### src/rtl/fifo_rr_sched.sv
// Round-robin drain scheduler: shares one valid/ready consumer between NCH
// registered-read FIFOs, reading up to BURST words per grant and tagging
// each forwarded word with its source channel id.
module fifo_rr_sched #(
    parameter int unsigned NCH   = 4,
    parameter int unsigned WIDTH = 32,
    parameter int unsigned BURST = 2,
    localparam int unsigned CW   = (NCH > 1) ? $clog2(NCH) : 1
) (
    input  logic                 i_clk,
    input  logic                 srst,
    input  logic [NCH-1:0]       fifo_empty,
    output logic [NCH-1:0]       fifo_rd_en,
    input  logic [NCH*WIDTH-1:0] fifo_rd_data,
    output logic                 out_valid,
    input  logic                 out_ready,
    output logic [WIDTH-1:0]     out_data,
    output logic [CW-1:0]        out_chan,
    output logic                 out_last,
    output logic                 busy
);

    localparam int unsigned BCW = (BURST > 1) ? $clog2(BURST) : 1;

    typedef enum logic [1:0] {
        IDLE = 2'd0,
        RD   = 2'd1,
        CAP  = 2'd2,
        SEND = 2'd3
    } state_t;

    state_t           state;
    state_t           state_nxt;
    logic [CW-1:0]    rr_ptr;
    logic [CW-1:0]    rr_ptr_nxt;
    logic [CW-1:0]    grant;
    logic [CW-1:0]    grant_nxt;
    logic [BCW-1:0]   beat_cnt;
    logic [BCW-1:0]   beat_cnt_nxt;
    logic [WIDTH-1:0] out_data_nxt;
    logic [CW-1:0]    out_chan_nxt;
    logic             out_last_nxt;
    logic [NCH-1:0]   fifo_rd_en_nxt;

    logic             arb_found;
    logic [CW-1:0]    arb_idx;
    logic [WIDTH-1:0] rd_word;

    // Round-robin search starting at rr_ptr; the nearest non-empty channel wins.
    always_comb begin
        logic [CW-1:0] cand;
        arb_found = 1'b0;
        arb_idx   = '0;
        cand      = '0;
        for (int k = int'(NCH) - 1; k >= 0; k--) begin
            cand = CW'((int'(rr_ptr) + k) % int'(NCH));
            if (!fifo_empty[cand]) begin
                arb_found = 1'b1;
                arb_idx   = cand;
            end
        end
    end

    // Word returned by the granted FIFO.
    always_comb begin
        rd_word = fifo_rd_data[int'(grant)*int'(WIDTH) +: WIDTH];
    end

    // Next-state and datapath decode; Moore outputs derived from the next state.
    always_comb begin
        state_nxt    = state;
        rr_ptr_nxt   = rr_ptr;
        grant_nxt    = grant;
        beat_cnt_nxt = beat_cnt;
        out_data_nxt = out_data;
        out_chan_nxt = out_chan;
        out_last_nxt = out_last;

        case (state)
            IDLE: begin
                if (arb_found) begin
                    grant_nxt    = arb_idx;
                    beat_cnt_nxt = '0;
                    state_nxt    = RD;
                end
            end
            RD: begin
                state_nxt = CAP;
            end
            CAP: begin
                // fifo_empty already reflects the read issued in RD.
                out_data_nxt = rd_word;
                out_chan_nxt = grant;
                out_last_nxt = (beat_cnt == BCW'(BURST - 1)) || fifo_empty[grant];
                state_nxt    = SEND;
            end
            SEND: begin
                if (out_ready) begin
                    if (!out_last) begin
                        beat_cnt_nxt = BCW'(beat_cnt + 1'b1);
                        state_nxt    = RD;
                    end else begin
                        rr_ptr_nxt = (grant == CW'(NCH - 1)) ? '0 : CW'(grant + 1'b1);
                        state_nxt  = IDLE;
                    end
                end
            end
            default: begin
                state_nxt = IDLE;
            end
        endcase

        fifo_rd_en_nxt = '0;
        if (state_nxt == RD) begin
            fifo_rd_en_nxt = NCH'(1) << grant_nxt;
        end
    end

    // State, datapath and registered Moore outputs.
    always_ff @(posedge i_clk) begin
        if (srst) begin
            state      <= IDLE;
            rr_ptr     <= '0;
            grant      <= '0;
            beat_cnt   <= '0;
            out_data   <= '0;
            out_chan   <= '0;
            out_last   <= 1'b0;
            out_valid  <= 1'b0;
            fifo_rd_en <= '0;
            busy       <= 1'b0;
        end else begin
            state      <= state_nxt;
            rr_ptr     <= rr_ptr_nxt;
            grant      <= grant_nxt;
            beat_cnt   <= beat_cnt_nxt;
            out_data   <= out_data_nxt;
            out_chan   <= out_chan_nxt;
            out_last   <= out_last_nxt;
            out_valid  <= (state_nxt == SEND);
            fifo_rd_en <= fifo_rd_en_nxt;
            busy       <= (state_nxt != IDLE);
        end
    end

endmodule

### config.mk
export PLATFORM = sky130hd
export DESIGN_NAME = fifo_rr_sched
export DESIGN_NICKNAME = d
export VERILOG_FILES = /design/src/rtl/fifo_rr_sched.sv
export SDC_FILE = /design/constraint.sdc
export NUM_CORES = 1
export LEC_CHECK = 0
export CORE_ASPECT_RATIO = 0.7
export CORE_UTILIZATION = 34
export CTS_BUF_LIST = sky130_fd_sc_hd__clkbuf_16
export DETAILED_ROUTE_END_ITERATION = 6
export GPL_TIMING_DRIVEN = 0
export PLACE_DENSITY_LB_ADDON = 0.25
export SLEW_MARGIN = 0
export SYNTH_ARGS = -nofsm -noshare
export SYNTH_HDL_FRONTEND = slang
export SYNTH_SLANG_ARGS = --single-unit
### constraint.sdc
create_clock -name i_clk -period 1.6 [get_ports i_clk]
set_input_delay 0.24 -clock i_clk [delete_from_list [all_inputs] [get_ports i_clk]]
set_output_delay 0.24 -clock i_clk [all_outputs]
set_load 0.01 [all_outputs]
==> results list <==
- Counting cells, the worst reg-to-reg path comes to 5.
- CP startpoint kind: flip-flop
* Total Nets Final: 577
* Sequential cell area fraction in the yosys report: 0.3671
- Skew-Pair Late Insertion Delay: 0.28 ns
- DR vias/cell: 5.009
* Layout-stage area growth over the synthesis result: 78.58%
- Vias in the first global route: 2498
* CTS Hold Bufs: 0
* Setup slack, reg-to-reg: 0.06 ns
* Violation count after the first detailed-routing iteration: 88
* Syn. warnings: 0
- TritonCTS buffer count: 5
* Max Clock Skew: 0.005530 ns
- Largest net degree at the start of global routing: 16
- Along the worst hold path, the cell count comes to 2.
- 0 antenna diodes ended up in the layout.
- Count of input and output buffers: 174
- Total buffers and inverters traversed by the critical path: 2
- Cell family with most CP delay: multiplexers
- Die width: 106.9 µm
* Residual overflow from global routing: 0
* Setup slack of the critical path after layout: 0.06086 ns
- Summed over all cells, the static leakage comes to 0.001638 µW.
* Synthesized area per cell: 10.07 µm²
- Pin placement for this block handled 176 I/O pins.
* HP Class: input pin to flip-flop
- Count of final max-slew check failures: 0
- Once placement finished, the instance area stood at 0.004482 mm².
- Post-synth design cell area: 0.002618 mm²
* Proportion of layout cells with a drive suffix above 1: 0.1267
- The filler cells instantiated in the layout total 638.
- Antenna violation net count after detailed routing: 0
* Most frequent cells in the layout: clkdlybuf4s50_1 (174), nand2_1 (69), dfxtp_1 (48)
* Pre-CTS setup slack: -0.1643 ns
- Largest fanout of any net on the critical path: 10
- Total global routing track utilization: 0.1954
- STA classifies the critical path endpoint as a flip-flop.
- The congestion estimate from routability-driven global placement came to 0.8266.
- Result of the run: finished, final reports clean
- Final critical path time including I/O delays and setup: 1.539 ns
- WL per Instance: 15.29 µm
- Buffers added to address setup during post-CTS repair amount to 0.
* Vertical die dimension: 75.41 µm
- Clock edge transition at the registers on the reported setup and hold paths: 0.07 ns
* Peak supply drop: 0.6424 mV
- Number of max-cap violations: 0
- In this run, synthesis produced a sequential element count of 48.
- Headroom to the max-slew limit came out at 0.6742.
- Final routed wirelength across all metal layers: 8258 µm
- The critical path is of the flip-flop to flip-flop type.
- Count of clock tree sinks: 48
* Largest buffer count on any clock path: 2
- The number of antenna violations at the first check in global routing came to 0.
- Timing would allow up to 649.7 MHz.
- Worst reg2reg path startpoint: grant[0]
* Final std cell area, no fill: 0.004674 mm²
- Critical path launch point: grant[0]
- Total DRC errors in the routed layout: 0
* Final core utilization: 0.6330
- The wire-length estimate of the detail-placed layout is 6696 µm.
- CTS tree: yes
- Standard cell with the maximum stage delay on the critical path: mux4_2
- Area of the multi-input gates: 0.001510 mm²
- Synthesis produced 260 cells.
- Traced cell by cell, the critical path runs through buf_12 -> buf_12 -> mux4_2 -> nand2_1 -> a21oi_1.
* Clock root buffer master: clkbuf_16
- The die covers 0.008059 mm².
- Maximum cell stage delay along the critical path: 0.53 ns
* # setup viols final: 0
* Destination of the worst hold path: state[0]
- The endpoint identified for the worst register-to-register timing path is out_data[16].
- Most frequent standard cell in the layout excluding fill and tap cells: clkdlybuf4s50_1
- Flip-flop and latch area: 960.9 µm²
- When the netlist entered floorplanning its net count stood at 396.
* Setup repair after global routing missed its margin: false
- At the pin with the least slew margin, the transition time is 0.4887 ns.
* Crit path DAT: 1.69 ns
- First-pass GRT wire length: 12010 µm
- Htree depth: 2
- The final number of hold-violating endpoints was 0.
- Post-synthesis cell type count: 34
- Via total after detailed routing: 2705
- For this configuration, the core starts out at a cell density of 0.3545.
- For the worst setup path, the data required time is 1.75 ns.
- Of the available clock period, the critical path in the final layout requires 0.9620.
- The first TritonRoute pass finished after 4 iterations.
* Total power: 3470 µW
* Pwr per Cell Area: 742.3 mW/mm²
- After floorplanning, the core was sized to cover 0.007385 mm².
* Number of placement rows: 26
- The worst hold path begins at srst.
- By instance count, the cell type seen most on the critical path is buf_12.
==> cell usage after synthesis <==
cell type  number  area share
a211oi_1        1      0.0029
a21o_1          1      0.0029
a21oi_1        39       0.075
a22o_1          1      0.0033
a22oi_1         1      0.0029
a31oi_1         1      0.0024
and4_1          1      0.0033
buf_12          2       0.015
buf_2           9       0.017
buf_4           3      0.0086
buf_6           2      0.0086
clkbuf_1        5      0.0072
dfxtp_1        48        0.37
ha_1            1      0.0048
inv_1           2      0.0029
mux2i_1         1      0.0038
mux4_1          5       0.050
mux4_2         28        0.24
nand2_1        69       0.099
nand2b_1        3      0.0072
nand2b_4        1      0.0053
nand3_1         4      0.0076
nand4_1         1      0.0024
nor2_1         14       0.020
nor2_2          1      0.0024
nor2b_1         1      0.0024
nor3_1          6       0.011
nor3b_1         1      0.0029
o21a_1          1      0.0029
o21ai_0         3      0.0057
o21bai_1        1      0.0029
o221ai_1        1      0.0033
or2_2           1      0.0024
xnor2_1         1      0.0033
==> cell type report <==
class | instances | area share
buffer | 21 | 0.03506
clock buffer | 5 | 0.02677
clock inverter | 3 | 0.009101
inverter | 2 | 0.001606
multi-input combinational | 189 | 0.3231
sequential | 48 | 0.2056
tap | 98 | 0.02623
timing repair buffer | 174 | 0.3726
==> cell families after synthesis <==
logic type,after synthesis,share of synthesized area
AOI/OAI and AO/OA,50,0.1037
xor gates and xnor gates,1,0.003347
adders and majority gates,1,0.004779
buffers and inverters,23,0.05975
DFF,48,0.3671
muxes,34,0.2949
and+or+nand+nor,103,0.1664
==> stage by stage <==
step	hold slack (ns)	TNS (ns)	cells
6_report	0.3825	0	540
5_1_grt	0.4063	0	540
4_1_cts	0.3982	0	540
3_5_place_dp	0.4469	-0.8113	532
3_3_place_gp	0.4413	-0.6980	532
2_1_floorplan	0.3389	0	260
==> registers in the layout (all words and copies together), names as in the netlist <==
register,cells
out_data,32
state,2
busy,1
fifo_rd_en,4
rr_ptr,2
out_chan,2
grant,2
beat_cnt,1
out_valid,1
out_last,1
==> power by group <==
group / switching (µW) / leakage (µW) / internal (µW)
combinational: 352 / 0.00117 / 638
sequential: 42.2 / 0.000391 / 1270
clock: 434 / 0.0000798 / 734
total: 829 / 0.00164 / 2640
==> per-layer routing <==
| layer | vias up | routed length, µm | GRT usage |
|---|---|---|---|
| met1 | 1266 | 3356 | 0.2327 |
| met4 | 0 | 46 | 0.04566 |
| li1 | 1308 | - | - |
| met5 | - | 0 | 0 |
| met2 | 126 | 4019 | 0.3484 |
| met3 | 5 | 836 | 0.06501 |
==> worst max path at each step <==
stage / cells past startpoint / end / slack (ns)
4_1_cts: 5 / out_data[24] / 0.03
2_1_floorplan: 5 / out_data[20] / 0.21
3_3_place_gp: 6 / fifo_rd_en[1] / -0.14
6_report: 5 / out_data[16] / 0.06
3_5_place_dp: 6 / grant[0] / -0.16
5_1_grt: 5 / out_data[18] / 0.002
==> repair_timing <==
action                                  4_1_cts  5_1_grt
endpoints found under the hold margin         0        0
endpoints found under the setup margin        0       14
gates resized for setup                       0        6
No activity file was read; power rests on OpenSTA's default activity.
